## src/rtl/snake_vga_pkg.sv

```systemverilog
// Shared types and screen geometry for the snake VGA renderers and the cell draw scheduler.
package snake_vga_pkg;

    localparam int SCR_W = 160;
    localparam int SCR_H = 120;
    localparam int CELL  = 4;
    localparam int GW    = SCR_W / CELL;
    localparam int GH    = SCR_H / CELL;
    localparam int CXW   = $clog2(GW);
    localparam int CYW   = $clog2(GH);

    typedef logic [2:0] colour_t;

    typedef struct packed {
        logic [CXW-1:0] cx;
        logic [CYW-1:0] cy;
        colour_t        colour;
    } cell_t;

    typedef enum logic [1:0] {
        IDLE  = 2'd0,
        CLEAR = 2'd1,
        DRAW  = 2'd2,
        DONE  = 2'd3
    } sched_state_t;

    localparam colour_t BLACK = 3'b000;
    localparam colour_t GREEN = 3'b010;
    localparam colour_t RED   = 3'b100;

endpackage

```

## src/rtl/rr_arbiter.sv

```systemverilog
// Combinational round-robin pick: first set request at or after ptr, wrapping modulo NREQ.
module rr_arbiter #(
    parameter int NREQ = 3,
    parameter int IW   = (NREQ > 1) ? $clog2(NREQ) : 1
) (
    input  logic [NREQ-1:0] req,
    input  logic [IW-1:0]   ptr,
    output logic [IW-1:0]   grant,
    output logic            any_req
);

    logic [IW-1:0] idx_s;

    // Scan from the far end back to ptr so the candidate nearest ptr is the last one written.
    always_comb begin
        grant   = '0;
        any_req = 1'b0;
        idx_s   = '0;
        for (int k = NREQ - 1; k >= 0; k--) begin
            idx_s   = IW'((int'(ptr) + k) % NREQ);
            grant   = req[idx_s] ? idx_s : grant;
            any_req = any_req | req[idx_s];
        end
    end

endmodule

```

## src/rtl/cell_draw_scheduler.sv

```systemverilog
// Arbitrates NREQ renderers onto the single vga_adapter plot port, rasterising one CELLxCELL square per grant.
// Optional build macro CLEAR_SCREEN_EN: after reset, sweep the whole screen black before serving requests.
module cell_draw_scheduler #(
    parameter int  NREQ  = 3,
    parameter int  CELL  = snake_vga_pkg::CELL,
    parameter int  SCR_W = snake_vga_pkg::SCR_W,
    parameter int  SCR_H = snake_vga_pkg::SCR_H,
    localparam int GW    = SCR_W / CELL,
    localparam int GH    = SCR_H / CELL,
    localparam int CXW   = $clog2(GW),
    localparam int CYW   = $clog2(GH)
) (
    input  logic              clk,
    input  logic              rst_n,
    input  logic [NREQ-1:0]   req,
    input  logic [NREQ*CXW-1:0] req_cx,
    input  logic [NREQ*CYW-1:0] req_cy,
    input  logic [NREQ*3-1:0] req_colour,
    output logic [NREQ-1:0]   ack,
    output logic              err,
    output logic              busy,
    output logic [7:0]        vga_x,
    output logic [6:0]        vga_y,
    output logic [2:0]        vga_colour,
    output logic              vga_plot
);

    import snake_vga_pkg::*;

    localparam int IW  = (NREQ > 1) ? $clog2(NREQ) : 1;
    localparam int PW  = (CELL > 1) ? $clog2(CELL) : 1;
    localparam int CSH = $clog2(CELL);

`ifdef CLEAR_SCREEN_EN
    localparam sched_state_t RST_STATE = CLEAR;
`else
    localparam sched_state_t RST_STATE = IDLE;
`endif

    sched_state_t   state_r, state_s;
    logic [PW-1:0]  px_r, px_s, py_r, py_s;
    logic [IW-1:0]  gnt_r, gnt_s, ptr_r, ptr_s;
    logic [CXW-1:0] cx_r, cx_s;
    logic [CYW-1:0] cy_r, cy_s;
    colour_t        col_r, col_s;

    logic [NREQ-1:0] ack_s;
    logic            err_s, busy_s, vplot_s;
    logic [7:0]      vx_s;
    logic [6:0]      vy_s;
    colour_t         vcol_s;

    logic [IW-1:0]   arb_grant_s;
    logic            arb_any_s;

`ifdef CLEAR_SCREEN_EN
    logic [7:0] clr_x_r, clr_x_s;
    logic [6:0] clr_y_r, clr_y_s;
`endif

    // Cell coordinates become pixel coordinates by a shift; in-range cells never overflow.
    function automatic logic [7:0] pix_x(input logic [CXW-1:0] c, input logic [PW-1:0] p);
        return (8'(c) << CSH) + 8'(p);
    endfunction

    function automatic logic [6:0] pix_y(input logic [CYW-1:0] c, input logic [PW-1:0] p);
        return (7'(c) << CSH) + 7'(p);
    endfunction

    rr_arbiter #(.NREQ(NREQ), .IW(IW)) u_arb (
        .req     (req),
        .ptr     (ptr_r),
        .grant   (arb_grant_s),
        .any_req (arb_any_s)
    );

    // Next-state, datapath and next-output logic; outputs are registered from these values.
    always_comb begin
        state_s = state_r;
        px_s    = px_r;
        py_s    = py_r;
        gnt_s   = gnt_r;
        ptr_s   = ptr_r;
        cx_s    = cx_r;
        cy_s    = cy_r;
        col_s   = col_r;
        ack_s   = '0;
        err_s   = 1'b0;
        vplot_s = 1'b0;
        vx_s    = 8'd0;
        vy_s    = 7'd0;
        vcol_s  = 3'b000;
`ifdef CLEAR_SCREEN_EN
        clr_x_s = clr_x_r;
        clr_y_s = clr_y_r;
`endif
        case (state_r)
            IDLE: begin
                if (arb_any_s) begin
                    gnt_s = arb_grant_s;
                    cx_s  = req_cx[arb_grant_s*CXW +: CXW];
                    cy_s  = req_cy[arb_grant_s*CYW +: CYW];
                    col_s = req_colour[arb_grant_s*3 +: 3];
                    if ((32'(cx_s) >= 32'(GW)) || (32'(cy_s) >= 32'(GH))) begin
                        state_s            = DONE;
                        ack_s[arb_grant_s] = 1'b1;
                        err_s              = 1'b1;
                    end else begin
                        state_s = DRAW;
                        px_s    = '0;
                        py_s    = '0;
                        vplot_s = 1'b1;
                        vx_s    = pix_x(cx_s, PW'(0));
                        vy_s    = pix_y(cy_s, PW'(0));
                        vcol_s  = col_s;
                    end
                end else begin
                    state_s = IDLE;
                end
            end
            DRAW: begin
                if ((px_r == PW'(CELL - 1)) && (py_r == PW'(CELL - 1))) begin
                    state_s      = DONE;
                    ack_s[gnt_r] = 1'b1;
                end else begin
                    if (px_r == PW'(CELL - 1)) begin
                        px_s = '0;
                        py_s = py_r + PW'(1);
                    end else begin
                        px_s = px_r + PW'(1);
                    end
                    vplot_s = 1'b1;
                    vx_s    = pix_x(cx_r, px_s);
                    vy_s    = pix_y(cy_r, py_s);
                    vcol_s  = col_r;
                end
            end
            DONE: begin
                state_s = IDLE;
                ptr_s   = (gnt_r == IW'(NREQ - 1)) ? '0 : gnt_r + IW'(1);
            end
            CLEAR: begin
`ifdef CLEAR_SCREEN_EN
                vplot_s = 1'b1;
                vx_s    = clr_x_r;
                vy_s    = clr_y_r;
                vcol_s  = BLACK;
                if ((clr_x_r == 8'(SCR_W - 1)) && (clr_y_r == 7'(SCR_H - 1))) begin
                    state_s = IDLE;
                    clr_x_s = 8'd0;
                    clr_y_s = 7'd0;
                end else if (clr_x_r == 8'(SCR_W - 1)) begin
                    clr_x_s = 8'd0;
                    clr_y_s = clr_y_r + 7'd1;
                end else begin
                    clr_x_s = clr_x_r + 8'd1;
                end
`else
                state_s = IDLE;
`endif
            end
            default: begin
                state_s = IDLE;
            end
        endcase
        // The final sweep pixel is plotted on the edge that returns to IDLE, so it still reads busy.
        busy_s = (state_s != IDLE) | vplot_s;
    end

    // FSM state, latched grant and registered port outputs.
    always_ff @(posedge clk or negedge rst_n) begin
        if (!rst_n) begin
            state_r    <= RST_STATE;
            px_r       <= '0;
            py_r       <= '0;
            gnt_r      <= '0;
            ptr_r      <= '0;
            cx_r       <= '0;
            cy_r       <= '0;
            col_r      <= 3'b000;
            ack        <= '0;
            err        <= 1'b0;
            busy       <= 1'b0;
            vga_x      <= 8'd0;
            vga_y      <= 7'd0;
            vga_colour <= 3'b000;
            vga_plot   <= 1'b0;
`ifdef CLEAR_SCREEN_EN
            clr_x_r    <= 8'd0;
            clr_y_r    <= 7'd0;
`endif
        end else begin
            state_r    <= state_s;
            px_r       <= px_s;
            py_r       <= py_s;
            gnt_r      <= gnt_s;
            ptr_r      <= ptr_s;
            cx_r       <= cx_s;
            cy_r       <= cy_s;
            col_r      <= col_s;
            ack        <= ack_s;
            err        <= err_s;
            busy       <= busy_s;
            vga_x      <= vx_s;
            vga_y      <= vy_s;
            vga_colour <= vcol_s;
            vga_plot   <= vplot_s;
`ifdef CLEAR_SCREEN_EN
            clr_x_r    <= clr_x_s;
            clr_y_r    <= clr_y_s;
`endif
        end
    end

endmodule
```

## config.mk

```make
export PLATFORM = sky130hd
export DESIGN_NAME = cell_draw_scheduler
export DESIGN_NICKNAME = d
export VERILOG_FILES = /design/src/rtl/snake_vga_pkg.sv /design/src/rtl/rr_arbiter.sv /design/src/rtl/cell_draw_scheduler.sv
export SDC_FILE = /design/constraint.sdc
export NUM_CORES = 1
export LEC_CHECK = 0
export ABC_AREA = 1
export CELL_PAD_IN_SITES_DETAIL_PLACEMENT = 1
export CELL_PAD_IN_SITES_GLOBAL_PLACEMENT = 1
export CORE_ASPECT_RATIO = 0.75
export CORE_UTILIZATION = 35
export DETAILED_ROUTE_END_ITERATION = 8
export GPL_TIMING_DRIVEN = 0
export PLACE_DENSITY = 0.79
export REMOVE_ABC_BUFFERS = 1
export SETUP_SLACK_MARGIN = 0.05
export SLEW_MARGIN = 40
export SYNTH_ARGS = -nofsm -noshare
export SYNTH_HDL_FRONTEND = slang
export SYNTH_SLANG_ARGS = --single-unit
```

## constraint.sdc

```tcl
create_clock -name clk -period 2.6 [get_ports clk]
set_input_delay 0.52 -clock clk [delete_from_list [all_inputs] [get_ports clk]]
set_output_delay 0.52 -clock clk [all_outputs]
set_load 0.05 [all_outputs]
```

==> run summary <==
Status - finished, final reports clean
Post-route clock skew - 0.00748 ns
FILL cells - 836
Yosys cell types - 33
Largest net degree at the start of global routing - 29
Adder-Cell Fraction of Synth Area - 0.0244
Final-report max-slew violation count - 0
TritonCTS Sinks - 48
H-tree depth - 2
DP Worst Slack - -0.575 ns
Gpl congestion - 0.802
Multiplexer area fraction after synthesis - 0
NumNets Final - 442
Crit path DAT - 2.72 ns
Post-Synth XOR/XNOR Area - 0.00341
Global-route usage over all layers - 0.194
FMAX - 401 MHz
Clock Root Buffer - clkbuf_8
Ant. Diodes - 0
Cell family contributing the most delay on the critical path - simple AND/OR/NAND/NOR gates
Clock transition at path regs - 0.09 ns
Grt total ovfl - 0
Worst Max-Slew Pin Slew - 0.728 ns
Relative slew slack - 0.511
HPWL after DPL - 5010 um
Critical Path Fanout Max - 8
DIE AREA - 7680 um^2
FFs w/ async S/R, synth - 1.00
EDFF count, synth - 0
Chip width - 101 um
Final WL - 7670 um
Remaining DRCs - 0
Vias in the first global route - 2362
Wirelength per Cell - 15.7 um
Setup Crit Path Kind - reg -> reg
Via Count - 2305
CTS Hold Bufs - 0
Global-route wire length before repair - 11500 um
Syn_area_per_cell - 8.41 um^2
Hold WC Path Type - in -> async
DIE HEIGHT - 76.1 um
Worst-Skew Late Latency - 0.31 ns
Synth Cell Area - 2560 um^2
Row cnt - 26
Hold Fails Final Rpt - 0
Period utilization - 0.959
Max clock buf depth - 2
Initial drt markers - 95
CORE AREA - 6960 um^2
CP startpoint kind - register
Largest family of logic cells by synthesized area - simple AND/OR/NAND/NOR gates
Flop and latch count out of synthesis - 48
CTS tree - done
Multi-input gate area - 1250 um^2
Port Buffer Count - 70
Slowest stage delay, CP - 0.40 ns
Initial DRT Pass Iterations - 4
DRT antenna net count - 0
Worst EP required - 2.83 ns
Initial antenna violation count - 0
Placed cells - 467
Post-synthesis simple-gate area fraction - 0.260
Most common cell on crit path - nand2_8
Post-synthesis compound-gate area fraction - 0.140
Register area - 1200 um^2
Worst path slowest cell - dfrtp_1
WP buf/inv - 2
Area grow syn2layout - 45.0%
RSZ-0062 raised after global routing - true
Final worst path period need - 2.49 ns
Vias/cell - 4.71
Layout cells sized above 1 - 0.194
Cell Chain, Critical Path - buf_4, ha_2, nand2_1, o21ai_2, or2_4, nand2_2, nand2_4, nand2_8, clkinvlp_4, nand2_1, nand3_2, nor2_4, nand2_8, nand2_8, nand2_2, o21ai_2
YS warnings - 0
Top Ports - 71
Final setup vio count - 0
Cts bufs inserted - 5
Non-filler instance count after layout - 489
Ys flop type - dfrtp_1
Post-synthesis sequential area ratio - 0.468
Starting Density - 0.368
Max_cap viols - 0
Cell count after synthesis - 305
Worst Slack Setup Final - 0.107 ns
CP Capture Type - register
## timing repair
action	CTS	global route
gates cloned	1	3
gates resized for setup	8	23
endpoints found under the setup margin	34	35
buffers inserted	1	9
pin swaps	0	10
## synthesized netlist by cell type, drive strengths merged, types with 3 or more instances
master / instances / area [um^2]
buf: 4 / 52.6
or2: 4 / 27.5
dfrtp: 48 / 1200
nor2: 28 / 113
nand3: 22 / 135
clkbuf: 3 / 11.3
ha: 5 / 62.6
nand2: 85 / 372
o21ai: 23 / 119
a2bb2oi: 7 / 61.3
o22ai: 14 / 150
inv: 53 / 199
## cells in the final DEF, fill, tap and decap left out, drive strengths merged
master / n
ha: 5
nor2: 28
clkbuf: 5
clkinvlp: 4
nand3b: 1
o21ai: 23
nand2: 88
or2: 4
o22ai: 14
nor3: 1
dlymetal6s2s: 1
a21oi: 1
dfrtp: 48
o21a: 1
clkdlybuf4s50: 68
a2bb2oi: 7
nand4: 1
xor2: 1
nand3: 22
buf: 12
o21bai: 1
bufinv: 1
clkinv: 2
a31oi: 1
inv: 51
## sequential cells by signal, summed over array words and instances (netlist names)
| signal | count |
|---|---|
| busy | 1 |
| cx_r | 6 |
| vga_y | 7 |
| vga_colour | 3 |
| gnt_r | 2 |
| vga_plot | 1 |
| vga_x | 8 |
| col_r | 3 |
| ack | 3 |
| state_r | 2 |
| cy_r | 5 |
| err | 1 |
| px_r | 2 |
| py_r | 2 |
| ptr_r | 2 |
## kinds of logic after synthesis
kind of cell | Yosys count
adders and majority gates | 5
AOI/OAI and AO/OA | 48
buffers and inverters | 61
xor gates and xnor gates | 1
DFF | 48
and+or+nand+nor | 142
## cell type report
cell class | instances | share of cell area
multi-input cells | 199 | 0.335
flip-flops and latches | 48 | 0.323
repair buffers | 81 | 0.217
inverters | 54 | 0.0592
well taps | 98 | 0.0330
clock buffers | 5 | 0.0185
clock inverters | 3 | 0.0114
repair inverters | 1 | 0.00202
## metrics by stage
| step | utilization | hold WS (ns) | TNS, ns | cell area (um^2) |
|---|---|---|---|---|
| after global routing | 0.534 | 0.0990 | -0.0337 | 3720 |
| final | 0.534 | 0.0889 | 0 | 3720 |
| after floorplan | - | 0.224 | 0 | 2500 |
| after CTS | 0.503 | 0.0869 | 0 | 3500 |
| after global placement | 0.478 | 0.483 | -28.20 | 3320 |
| after detailed placement | 0.480 | 0.418 | -14.33 | 3340 |
## final timing paths
path                                      startpoint            endpoint  slack [ns]  cells after the start
worst min register to register   px_r[0]$_DFFE_PN0P_  vga_x[0]$_DFF_PN0_        0.50                      1
worst min-delay path                           rst_n       err$_DFF_PN0_        0.09                      1
worst max register to register  ptr_r[0]$_DFFE_PN0N_    ack[2]$_DFF_PN0_        0.11                     16
max in group asynchronous                      rst_n  vga_x[5]$_DFF_PN0_        2.08                      2
worst max-delay path            ptr_r[0]$_DFFE_PN0N_    ack[2]$_DFF_PN0_        0.11                     16
min in group clk                 px_r[0]$_DFFE_PN0P_  vga_x[0]$_DFF_PN0_        0.50                      1
## per-layer routing
metal  wire length [um]  GRT usage
met5                  0          0
met4                 80     0.0420
met3                212     0.0376
met2               3720      0.318
met1               3660      0.266
Power is not shown: default switching activity piles up to over one toggle a cycle in this logic, so the estimate is an artifact.
